==> src/rtl/i2c_regs_pkg.sv <==
// rtl/i2c_regs_pkg.sv - shared types and constants for the I2C register controller
package i2c_regs_pkg;

    localparam int BYTE_W = 8;

    typedef logic [BYTE_W-1:0] byte_t;
    typedef logic [1:0]        state_t;

    localparam state_t ST_IDLE       = 2'd0;
    localparam state_t ST_GET_PTR    = 2'd1;
    localparam state_t ST_WRITE_DATA = 2'd2;

endpackage

==> src/rtl/i2c_reg_readmux.sv <==
// rtl/i2c_reg_readmux.sv - combinational address-to-value mux over RW, RO and unmapped space
module i2c_reg_readmux
    import i2c_regs_pkg::*;
#(
    parameter int    NUM_RW       = 4,
    parameter int    NUM_RO       = 2,
    parameter byte_t UNMAPPED_VAL = 8'hFF
) (
    input  logic [BYTE_W-1:0]        addr,
    input  logic [BYTE_W*NUM_RW-1:0] rw_flat,
    input  logic [BYTE_W*NUM_RO-1:0] ro_flat,
    output logic [BYTE_W-1:0]        value
);

    // Decoded by equality so any 8-bit address is safe against the parameterised ranges.
    always_comb begin
        value = UNMAPPED_VAL;
        for (int k = 0; k < NUM_RW; k++) begin
            if (addr == byte_t'(k)) begin
                value = rw_flat[k*BYTE_W +: BYTE_W];
            end
        end
        for (int k = 0; k < NUM_RO; k++) begin
            if (addr == byte_t'(NUM_RW + k)) begin
                value = ro_flat[k*BYTE_W +: BYTE_W];
            end
        end
    end

endmodule

==> src/rtl/i2c_register_controller.sv <==
// rtl/i2c_register_controller.sv - pointer/auto-increment register file behind an I2C slave byte stream
module i2c_register_controller
    import i2c_regs_pkg::*;
#(
    parameter int    NUM_RW       = 4,
    parameter int    NUM_RO       = 2,
    parameter byte_t RW_RESET     = 8'h00,
    parameter byte_t UNMAPPED_VAL = 8'hFF
) (
    input  logic                      clk,
    input  logic                      rst,
    input  logic                      i2c_start_stb,
    input  logic                      i2c_stop_stb,
    input  logic [BYTE_W-1:0]         i2c_rx,
    input  logic                      i2c_rx_valid,
    input  logic                      i2c_tx_done_stb,
    output logic [BYTE_W-1:0]         i2c_tx,
    input  logic [BYTE_W*NUM_RO-1:0]  ro_in,
    output logic [BYTE_W*NUM_RW-1:0]  rw_out,
    output logic                      wr_stb,
    output logic [BYTE_W-1:0]         wr_addr,
    output logic                      busy
);

    localparam byte_t TX_RESET = (NUM_RW == 0) ? UNMAPPED_VAL : RW_RESET;

    state_t state;
    state_t next_state;
    byte_t  ptr;
    byte_t  rw_q [NUM_RW];
    byte_t  rd_value;
    logic   rx_accept;
    logic   ptr_load;
    logic   ptr_inc;
    logic   wr_en;

    always_ff @(posedge clk) begin
        if (rst) begin
            state <= ST_IDLE;
        end else begin
            state <= next_state;
        end
    end

    // STOP beats START beats data; a dropped data strobe never changes state.
    always_comb begin
        next_state = state;
        if (i2c_stop_stb) begin
            next_state = ST_IDLE;
        end else if (i2c_start_stb) begin
            next_state = ST_GET_PTR;
        end else if (state == ST_GET_PTR && i2c_rx_valid) begin
            next_state = ST_WRITE_DATA;
        end
    end

    always_comb begin
        busy      = (state != ST_IDLE);
        rx_accept = busy && i2c_rx_valid && !i2c_stop_stb && !i2c_start_stb;
        ptr_load  = rx_accept && (state == ST_GET_PTR);
        // rx_valid wins over a coincident tx_done so the pointer moves only once.
        ptr_inc   = (rx_accept && (state == ST_WRITE_DATA))
                 || (busy && i2c_tx_done_stb && !i2c_rx_valid
                     && !i2c_stop_stb && !i2c_start_stb);
        wr_en     = rx_accept && (state == ST_WRITE_DATA) && (int'(ptr) < NUM_RW);
    end

    always_ff @(posedge clk) begin
        if (rst) begin
            ptr     <= '0;
            i2c_tx  <= TX_RESET;
            wr_stb  <= 1'b0;
            wr_addr <= '0;
            for (int k = 0; k < NUM_RW; k++) begin
                rw_q[k] <= RW_RESET;
            end
        end else begin
            if (ptr_load) begin
                ptr <= i2c_rx;
            end else if (ptr_inc) begin
                ptr <= ptr + byte_t'(1);
            end
            for (int k = 0; k < NUM_RW; k++) begin
                if (wr_en && ptr == byte_t'(k)) begin
                    rw_q[k] <= i2c_rx;
                end
            end
            wr_stb <= wr_en;
            if (wr_en) begin
                wr_addr <= ptr;
            end
            i2c_tx <= rd_value;
        end
    end

    for (genvar k = 0; k < NUM_RW; k++) begin : g_rw_out
        assign rw_out[k*BYTE_W +: BYTE_W] = rw_q[k];
    end

    i2c_reg_readmux #(
        .NUM_RW       (NUM_RW),
        .NUM_RO       (NUM_RO),
        .UNMAPPED_VAL (UNMAPPED_VAL)
    ) u_readmux (
        .addr    (ptr),
        .rw_flat (rw_out),
        .ro_flat (ro_in),
        .value   (rd_value)
    );

endmodule

==> config.mk <==
export PLATFORM = sky130hd
export DESIGN_NAME = i2c_register_controller
export DESIGN_NICKNAME = d
export VERILOG_FILES = /design/src/rtl/i2c_regs_pkg.sv /design/src/rtl/i2c_reg_readmux.sv /design/src/rtl/i2c_register_controller.sv
export SDC_FILE = /design/constraint.sdc
export NUM_CORES = 1
export LEC_CHECK = 0
export CAP_MARGIN = 40
export CORE_MARGIN = 2
export CORE_UTILIZATION = 50
export CTS_CLUSTER_SIZE = 24
export DETAILED_ROUTE_END_ITERATION = 10
export DONT_BUFFER_PORTS = 1
export GPL_TIMING_DRIVEN = 0
export PLACE_DENSITY = 0.73
export SLEW_MARGIN = 25
export SYNTH_ARGS = -nofsm -noshare
export SYNTH_HDL_FRONTEND = slang
export SYNTH_SLANG_ARGS = --single-unit
==> constraint.sdc <==
create_clock -name clk -period 2.41 [get_ports clk]
set_clock_uncertainty 0.1 [all_clocks]
set_input_delay 0.3615 -clock clk [delete_from_list [all_inputs] [get_ports clk]]
set_output_delay 0.3615 -clock clk [all_outputs]
set_load 0.03 [all_outputs]
==> run_results.csv <==
group,metric,value,unit
final_layout,stdcell_count,371,
clock_tree,cts_root_buffer,"clkbuf_8",
clock_tree,insertion_delay,330,ps
routing,viasPerCell,5.92,
routing,ant_nets,0,
global_routing,grt_first_pass_wirelength,10600,µm
timing,hold_violations,0,
global_routing,grt_start_max_net_pins,11,
global_routing,antenna_found_initial,0,
routing,wl_met2,3210,µm
pwr,leakagePower,0.00136,µW
clock_tree,clock_path_buffers,2,
job,drv_cap,0,
floorplanning,fp.dieW,80.0,µm
worst_setup_path,reg2reg_depth,5,
min_path,min-delay-start,"i2c_rx[1]",
clock_tree,h-tree-depth,3,
timing,fin_crit,2260,ps
floorplanning,coreArea,0.00554,mm²
clock_tree,postCtsSetupRepairBufs,0,
pwr,vdd_drop_max,0.365,mV
timing,max_slew_margin,0.614,
clock_tree,tritoncts,"yes",
synth,netlist_area,0.00289,mm²
global_routing,grt.overflow.total,0,
routing,wirelength,6990,µm
timing,rsz0062_at_grt,"no",
routing,vias,2196,
synth,synth_cells,282,
floorplanning,start_util,0.521,
placed_design,hpwl,5010,µm
synth,syn-num-nets,316,
global_routing,grt.total_usage,0.221,
worst_setup_path,cp.required,2310,ps
min_path,whs_endpoint,"ptr[1]",
floorplanning,die_area,0.00639,mm²
clock_tree,cts_made_buffers,9,
floorplanning,die_y,80.0,µm
worst_setup_path,cp_num_buf_inv,3,
routing,drt-met1-wl,2830,µm
worst_setup_path,reg2reg_to,"rw_q[1][5]",
outcome,status,"finished, final reports clean",
worst_setup_path,endpoint_kind,"flip-flop",
timing,slew_viol_final,0,
final_layout,final_util,0.576,
worst_setup_path,slowest_stage,"clkbuf_1",
timing,fin_crit_sh,0.939,
placed_design,portBuffers,0,
final_layout,drive_above_1_share,0.120,
worst_setup_path,startpoint_type,"flip-flop",
routing,dr.max_layer_used,"met4",
min_path,hold_depth,2,
placed_design,gp_congestion,0.906,
synth,yosysWarnings,0,
routing,wl_met3,792,µm
floorplanning,rows,27,
final_layout,area_growth,10.7,%
synth,synth.distinct_cells,41,
pwr,powerDensity,689,mW/mm²
final_layout,mostFrequentLayoutCells,"and3_1 (33), edfxtp_1 (32), nor2_1 (27), dfxtp_1 (27), a21oi_1 (21)",
min_path,hp-class,"primary input to flip-flop",
timing,finalSetupViolCount,0,
worst_setup_path,crit_family,"buffers and inverters",
worst_setup_path,cp.arrival,2160,ps
routing,first_pass_iters,4,
final_layout,final_common_cell,"and3_1",
worst_setup_path,r2r-start,"ptr[1]",
worst_setup_path,r2r_slack,150,ps
timing,setup_tns,0,ps
clock_tree,clkTransAtPathRegs,60,ps
timing,hold_ws,93.1,ps
global_routing,grt_pass1_vias,2099,
placed_design,dp_cells,354,
worst_setup_path,critPathKind,"flip-flop to flip-flop",
worst_setup_path,cp_max_fo,10,
routing,drc_errors,0,
final_layout,finalNetCount,328,
synth,ys_ff_latch,59,
floorplanning,ios,80,
worst_setup_path,critical_path.max_stage_delay,410,ps
synth,seq_area_frac_synth,0.520,
timing,worst_pin_slew,576,ps
clock_tree,cts_sinks,59,
routing,wire_per_inst,18.8,µm
final_layout,diodes,0,
synth,synth_area_per_cell,10.2,µm²
worst_setup_path,crit_chain,"inv_1 -> ha_1 -> clkbuf_2 -> clkbuf_1 -> a21o_1",
timing,max_freq,442,MHz
worst_setup_path,setup.worst_path.start,"ptr[1]",
routing,first_iter_violations,160,
## worst register-to-register path: stages, from the launching register on
cell and delay [ps]:
dfxtp_1 390, inv_1 110, ha_1 240, clkbuf_2 280, clkbuf_1 410, a21o_1 400
## power breakdown
group	internal [µW]	total [µW]	switching [µW]
logic	51.4	123	71.3
clock network	534	909	375
registers	1090	1170	78.7
## area by class of cell
cell class / instances / area, µm²
inverter: 12 / 45.0
buffer: 20 / 101
clock inverter: 2 / 35.0
tap: 72 / 90.1
fill: 500 / 2350
multi-input combinational: 190 / 1240
sequential: 59 / 1500
timing repair buffer: 2 / 15.0
clock buffer: 14 / 163
## sequential cells by signal, summed over array words and instances (netlist names)
signal and count:
wr_stb 1, i2c_tx 8, ptr 8, rw_q 32
wr_addr 8, state 2
## per-stage QoR
step	cell area [µm²]	setup slack, ps	total power (µW)
3_3_place_gp	2980	-119	1310
6_report	3190	148	2200
5_1_grt	3190	26.5	2260
2_1_floorplan	2890	373	1280
4_1_cts	3180	13.6	2210
3_5_place_dp	2980	-145	1310
## kinds of logic after synthesis
group	count (synthesis)	synth area share
AND/OR/NAND/NOR	126	0.253
flip-flops	59	0.520
multiplexers	5	0.0212
adder cells (fa/ha/maj)	4	0.0173
buffers and inverters	33	0.0499
AO/OA/AOI/OAI	55	0.138
## cell usage after synthesis (all sizes together)
| cell type | instances | share of area |
|---|---|---|
| a311o | 8 | 0.028 |
| clkbuf | 16 | 0.022 |
| and2b | 1 | 0.0026 |
| a21bo | 2 | 0.0069 |
| a21oi | 21 | 0.036 |
| and2 | 6 | 0.013 |
| nand3 | 4 | 0.0069 |
| a211oi | 1 | 0.0026 |
| inv | 12 | 0.016 |
| and3 | 33 | 0.072 |
| nand4bb | 1 | 0.0039 |
| edfxtp | 32 | 0.33 |
| a221oi | 1 | 0.0030 |
| nor2b | 9 | 0.020 |
| nor2 | 27 | 0.035 |
| dfxtp | 27 | 0.19 |
| a211o | 8 | 0.024 |
| nand2 | 8 | 0.010 |
| nand4 | 2 | 0.0043 |
| or2 | 1 | 0.0022 |
| nor3 | 13 | 0.023 |
| nor4 | 2 | 0.015 |
| nor3b | 8 | 0.021 |
| nand2b | 10 | 0.022 |
| a22oi | 3 | 0.011 |
| mux2i | 2 | 0.0069 |
| mux2 | 3 | 0.014 |
| a311oi | 1 | 0.0030 |
| buf | 5 | 0.013 |
| ha | 4 | 0.017 |
| or3 | 1 | 0.0039 |
| o21ai | 4 | 0.0069 |
| a21o | 4 | 0.010 |
| a2bb2oi | 1 | 0.0030 |
| a31oi | 1 | 0.0022 |
## per-layer routing
metal	up-vias	GRT usage
li1	1042	-
met1	1030	0.285
met2	106	0.338
met3	18	0.0588
met4	0	0.117
met5	-	0
## repair_timing
item	CTS	global route
resized for setup	2	6
hold endpoints to repair	1	0
endpoints found under the setup margin	17	27
gates cloned	0	0
hold buffers	1	0
## worst max-delay path by stage
stage / end / cells after the start / slack [ps]
floorplan: rw_q[3][0] / 5 / 370
global placement: rw_q[3][5] / 5 / -120
detailed placement: rw_q[3][5] / 5 / -140
CTS: rw_q[1][5] / 4 / 10
global route: rw_q[3][7] / 4 / 30
finish: rw_q[1][5] / 5 / 150
Note: power is estimated with default switching activity, not from simulation.
